File: config.mk
export PLATFORM = sky130hd
export DESIGN_NAME = gate_mux_exerciser
export DESIGN_NICKNAME = d
export VERILOG_FILES = /design/src/rtl/gate_mux_pkg.sv /design/src/rtl/gate_mux_settle_timer.sv /design/src/rtl/gate_mux_exerciser.sv
export SDC_FILE = /design/constraint.sdc
export NUM_CORES = 1
export LEC_CHECK = 0
export ABC_AREA = 1
export CELL_PAD_IN_SITES_DETAIL_PLACEMENT = 0
export CELL_PAD_IN_SITES_GLOBAL_PLACEMENT = 1
export CORE_MARGIN = 10
export CORE_UTILIZATION = 36
export DETAILED_ROUTE_END_ITERATION = 12
export GPL_TIMING_DRIVEN = 0
export PLACE_DENSITY = 0.75
export SYNTH_ARGS = -nofsm -noshare
export SYNTH_HDL_FRONTEND = slang
export SYNTH_SLANG_ARGS = --single-unit
File: constraint.sdc
create_clock -name clk -period 2.4 [get_ports clk]
set_clock_uncertainty 0.2 [all_clocks]
set_input_delay 0.48 -clock clk [delete_from_list [all_inputs] [get_ports clk]]
set_output_delay 0.48 -clock clk [all_outputs]
set_load 0.02 [all_outputs]
File: src/rtl/gate_mux_pkg.sv
// Shared definitions for the gates-block exerciser: select codes, widths,
// the FSM state encoding and the golden gate model.
package gate_mux_pkg;

    localparam int unsigned IDX_W  = 5;
    localparam int unsigned SEL_W  = 3;
    localparam int unsigned ERR_W  = 6;
    localparam int unsigned FAIL_W = 8;

    localparam logic [SEL_W-1:0] SEL_NAND = 3'd0;
    localparam logic [SEL_W-1:0] SEL_AND  = 3'd1;
    localparam logic [SEL_W-1:0] SEL_NOR  = 3'd2;
    localparam logic [SEL_W-1:0] SEL_OR   = 3'd3;
    localparam logic [SEL_W-1:0] SEL_XOR  = 3'd4;
    localparam logic [SEL_W-1:0] SEL_XNOR = 3'd5;
    localparam logic [SEL_W-1:0] SEL_BUF  = 3'd6;
    localparam logic [SEL_W-1:0] SEL_NOT  = 3'd7;

    typedef enum logic [1:0] {
        ST_IDLE   = 2'd0,
        ST_SETTLE = 2'd1,
        ST_SAMPLE = 2'd2,
        ST_DONE   = 2'd3
    } state_t;

    // Expected output of the gates block; b is ignored for BUF and NOT.
    function automatic logic golden_out(input logic [SEL_W-1:0] sel,
                                        input logic a,
                                        input logic b);
        logic r;
        r = 1'b0;
        case (sel)
            SEL_NAND: r = ~(a & b);
            SEL_AND:  r = a & b;
            SEL_NOR:  r = ~(a | b);
            SEL_OR:   r = a | b;
            SEL_XOR:  r = a ^ b;
            SEL_XNOR: r = ~(a ^ b);
            SEL_BUF:  r = a;
            SEL_NOT:  r = ~a;
            default:  r = 1'b0;
        endcase
        return r;
    endfunction

endpackage

File: src/rtl/gate_mux_settle_timer.sv
// Loadable down-counter that times the settle window after each new vector.
// Ports:
//   clk, rst_n  clock and synchronous active-low reset (clears the count)
//   load        reload with SETTLE_CYCLES-1
//   dec         decrement by one, stopping at zero
//   is_zero_c   combinational flag: count is zero
module gate_mux_settle_timer #(
    parameter int unsigned SETTLE_CYCLES = 4
) (
    input  logic clk,
    input  logic rst_n,
    input  logic load,
    input  logic dec,
    output logic is_zero_c
);

    localparam int unsigned CNT_W = (SETTLE_CYCLES > 1) ? $clog2(SETTLE_CYCLES) : 1;
    localparam logic [CNT_W-1:0] LOAD_VAL = CNT_W'(SETTLE_CYCLES - 1);

    logic [CNT_W-1:0] cnt;

    // Count register; load takes priority over decrement.
    always_ff @(posedge clk) begin
        if (!rst_n) begin
            cnt <= '0;
        end else if (load) begin
            cnt <= LOAD_VAL;
        end else if (dec && (cnt != '0)) begin
            cnt <= cnt - CNT_W'(1);
        end
    end

    assign is_zero_c = (cnt == '0);

endmodule

File: src/rtl/gate_mux_exerciser.sv
// Sweeps all 32 switch vectors into the muxed gates block, samples the LED
// result after a settle window and scores it against the golden model.
// Ports:
//   clk, rst_n      clock and synchronous active-low reset
//   start           begin a sweep (ignored while busy)
//   led_in          result from the gates block under test
//   sw_out          vector to the gates block: [4:2] select, [1] b, [0] a
//   busy            sweep in progress
//   done            sweep finished; held until next start or reset
//   pass            done with zero mismatches (combinational)
//   err_count       number of mismatching vectors
//   fail_vec        bit k set if a vector with select k mismatched
//   first_fail_idx  index of the first mismatching vector
module gate_mux_exerciser
    import gate_mux_pkg::*;
#(
    parameter int unsigned SETTLE_CYCLES = 4
) (
    input  logic              clk,
    input  logic              rst_n,
    input  logic              start,
    input  logic              led_in,
    output logic [IDX_W-1:0]  sw_out,
    output logic              busy,
    output logic              done,
    output logic              pass,
    output logic [ERR_W-1:0]  err_count,
    output logic [FAIL_W-1:0] fail_vec,
    output logic [IDX_W-1:0]  first_fail_idx
);

    localparam logic [IDX_W-1:0] LAST_IDX = IDX_W'(31);

    state_t              state, state_next;
    logic [IDX_W-1:0]    idx, idx_next;
    logic [IDX_W-1:0]    sw_next;
    logic                busy_next, done_next;
    logic [ERR_W-1:0]    err_next;
    logic [FAIL_W-1:0]   fail_next;
    logic [IDX_W-1:0]    ffi_next;
    logic                timer_load, timer_dec, timer_zero;
    logic                mismatch;

    gate_mux_settle_timer #(
        .SETTLE_CYCLES (SETTLE_CYCLES)
    ) u_timer (
        .clk       (clk),
        .rst_n     (rst_n),
        .load      (timer_load),
        .dec       (timer_dec),
        .is_zero_c (timer_zero)
    );

    assign mismatch = (led_in != golden_out(idx[4:2], idx[0], idx[1]));

    // State and result registers.
    always_ff @(posedge clk) begin
        if (!rst_n) begin
            state          <= ST_IDLE;
            idx            <= '0;
            sw_out         <= '0;
            busy           <= 1'b0;
            done           <= 1'b0;
            err_count      <= '0;
            fail_vec       <= '0;
            first_fail_idx <= '0;
        end else begin
            state          <= state_next;
            idx            <= idx_next;
            sw_out         <= sw_next;
            busy           <= busy_next;
            done           <= done_next;
            err_count      <= err_next;
            fail_vec       <= fail_next;
            first_fail_idx <= ffi_next;
        end
    end

    // Next-state and next-result logic.
    always_comb begin
        state_next = state;
        idx_next   = idx;
        sw_next    = sw_out;
        busy_next  = busy;
        done_next  = done;
        err_next   = err_count;
        fail_next  = fail_vec;
        ffi_next   = first_fail_idx;
        timer_load = 1'b0;
        timer_dec  = 1'b0;

        case (state)
            ST_IDLE, ST_DONE: begin
                if (start) begin
                    idx_next   = '0;
                    sw_next    = '0;
                    err_next   = '0;
                    fail_next  = '0;
                    ffi_next   = '0;
                    busy_next  = 1'b1;
                    done_next  = 1'b0;
                    timer_load = 1'b1;
                    state_next = ST_SETTLE;
                end
            end
            ST_SETTLE: begin
                if (timer_zero) begin
                    state_next = ST_SAMPLE;
                end else begin
                    timer_dec = 1'b1;
                end
            end
            ST_SAMPLE: begin
                if (mismatch) begin
                    err_next = err_count + ERR_W'(1);
                    fail_next[idx[4:2]] = 1'b1;
                    if (err_count == '0) begin
                        ffi_next = idx;
                    end
                end
                if (idx == LAST_IDX) begin
                    busy_next  = 1'b0;
                    done_next  = 1'b1;
                    state_next = ST_DONE;
                end else begin
                    idx_next   = idx + IDX_W'(1);
                    sw_next    = idx + IDX_W'(1);
                    timer_load = 1'b1;
                    state_next = ST_SETTLE;
                end
            end
            default: begin
                state_next = ST_IDLE;
            end
        endcase
    end

    assign pass = done & (err_count == '0);

endmodule
==> results.json <==
{
  "clock_path_buffers": 2,
  "synth_area_mm2": 0.00185,
  "antenna_cells": 0,
  "path_max_fanout": 10,
  "finalCritPeriodShare": 0.915,
  "synth_top_area_share": 0.325,
  "ys_warn_count": 0,
  "io_buffers": 30,
  "grt_max_degree": 11,
  "nFillCells": 535,
  "slew_viol_final": 0,
  "status": "complete, no violations",
  "start_util": 0.367,
  "worstReg2RegStart": "idx[0]",
  "max_slew_margin": 0.614,
  "cts_buffers": 5,
  "ios": 31,
  "holdCritPathClass": "reg2reg",
  "chipHeight_um": 91.7,
  "synthCells": 296,
  "dieArea_mm2": 0.00840,
  "end_kind": "flop",
  "cts.sinks": 30,
  "h-tree-depth": 2,
  "cts_tree": "done",
  "synth.distinct_cells": 20,
  "setup_viol": 0,
  "tightest_slew_ps": 578,
  "max_cap_viol_count": 0,
  "regToRegSetupSlack_ps": 200,
  "dr.first_iter.drc_count": 90,
  "hold_viol": 0,
  "synth-seq-cells": 30,
  "rsz0062_at_grt": "false",
  "ant_nets": 0,
  "synth_nets": 309,
  "powerDensity_mw_per_mm2": 1200,
  "grt_pass1_wl_um": 8530,
  "cts_root_buffer": "clkbuf_8",
  "die_w_um": 91.7,
  "ctsHoldBuffers": 0,
  "ys_seq_area_frac": 0.325,
  "syn_area_per_cell_um2": 6.25,
  "p_leak_nw": 1.11,
  "nets": 346,
  "core.rowCount": 26,
  "utilization": 0.467,
  "clk_pin_slew_ps": 70,
  "drive_above_1_share": 0.0689,
  "multi_input_area_um2": 982,
  "critPathLaunch": "idx[0]",
  "fmax_mhz": 455,
  "coreArea_mm2": 0.00504,
  "setup_tns_ps": 0,
  "finalCriticalPeriod_ps": 2200,
  "cts_setup_buffers": 0,
  "critPathRequiredTime_ps": 2410,
  "routed_via_density": 4.50,
  "cp-start-kind": "flop",
  "area_growth_pct": 27.3,
  "vdd.ir_drop.worst_uv": 405,
  "first_pass_iters": 4,
  "routed_wl_um": 4910,
  "drc": 0,
  "critPathCapture": "err_count[0]",
  "cp.arrival_ps": 2210,
  "grt_pass1_vias": 1815,
  "seqCellArea_um2": 606,
  "insertion_delay_ps": 280,
  "gp_congestion": 0.820,
  "track_usage": 0.122,
  "rr_worst_depth": 14,
  "overflow": 0,
  "total_power_mw": 2.82,
  "layout_commonest_cell": "nand2_1",
  "final_cell_mix": "68 x nand2_1, 57 x inv_1, 48 x nor2_1",
  "antenna_found_initial": 0,
  "critPathKind": "reg2reg",
  "yosysTopAreaCell": "dfxtp_1",
  "r2r_end": "err_count[0]",
  "synth.area.top_cells": "dfxtp_1 32%, nand2_1 14%, inv_1 12%, nor2_1 9.9%, ha_1 6.1%",
  "wl_per_cell_um": 12.1,
  "vias": 1817,
  "hpwl_um": 3670
}
==> logic make-up after synthesis <==
logic type | count (synthesis) | synth area share
AO/OA/AOI/OAI | 30 | 0.0839
XOR/XNOR | 1 | 0.00474
adder cells (fa/ha/maj) | 9 | 0.0609
buffers and inverters | 69 | 0.154
flip-flops | 30 | 0.325
AND/OR/NAND/NOR | 157 | 0.371
==> synth_stat cells (all sizes together) <==
library cell  count
a211oi            2
a21oi            13
buf               7
clkbuf            5
dfxtp            30
ha                9
inv              57
nand2            69
nand3            16
nand4            15
nor2             49
nor3              6
nor4              1
o21ai            15
or2               1
xor2              1
==> through the flow <==
step	hold WS, ps	instances	worst slack, ps	cell area, um2
floorplan	261	296	110	1850
global placement	284	396	-335	2240
detailed placement	284	396	-243	2240
CTS	301	404	19.2	2330
global route	330	404	7.09	2350
finish	300	404	204	2350
==> cell type report <==
type,instances,share of cell area
inverters,57,0.0909
repair buffers,30,0.127
multi-input cells,197,0.417
well taps,70,0.0372
flip-flops and latches,30,0.257
plain buffers,12,0.0314
clock inverters,1,0.00213
clock buffers,7,0.0367
==> critical path, stage by stage, from the launching register on <==
cell and delay (ps):
dfxtp_4 380, inv_1 70, ha_1 310, inv_1 90
nand4_1 110, nand2_1 80, nor2_1 40, nand2_1 70
nand3_1 110, nand3_4 150, nand3_4 140, buf_6 180
nand2_1 60, nand2_1 40, nor2_1 100
==> power by group <==
group          internal (mW)  switching, mW
combinational          0.628          0.948
clock                  0.231          0.193
sequential             0.682          0.140
==> repair_timing <==
action / 4_1_cts / 5_1_grt
gates resized for setup: 3 / 7
cloned: 0 / 0
endpoints found under the setup margin: 6 / 22
==> sequential cells by signal, summed over array words and instances (netlist names) <==
name	cells
err_count	6
state	2
fail_vec	8
idx	5
done	1
first_fail_idx	5
busy	1
u_timer.cnt	2
==> layer usage <==
metal / vias to the layer above / track usage / wire length (um)
met4: 0 / 0.0379 / 58
met5: - / 0 / 0
li1: 991 / - / -
met1: 791 / 0.146 / 2400
met3: 5 / 0.0440 / 278
met2: 30 / 0.200 / 2170
==> how the worst min path moves through the flow <==
stage,from,depth (start not counted),slack (ps),endpoint
floorplan,state[1],2,260,state[1]
global placement,state[1],2,280,state[1]
detailed placement,state[1],2,280,state[1]
CTS,state[1],2,300,state[1]
global route,state[1],2,330,state[1]
finish,state[1],2,300,state[1]
Power figures use the tool's default switching activity.
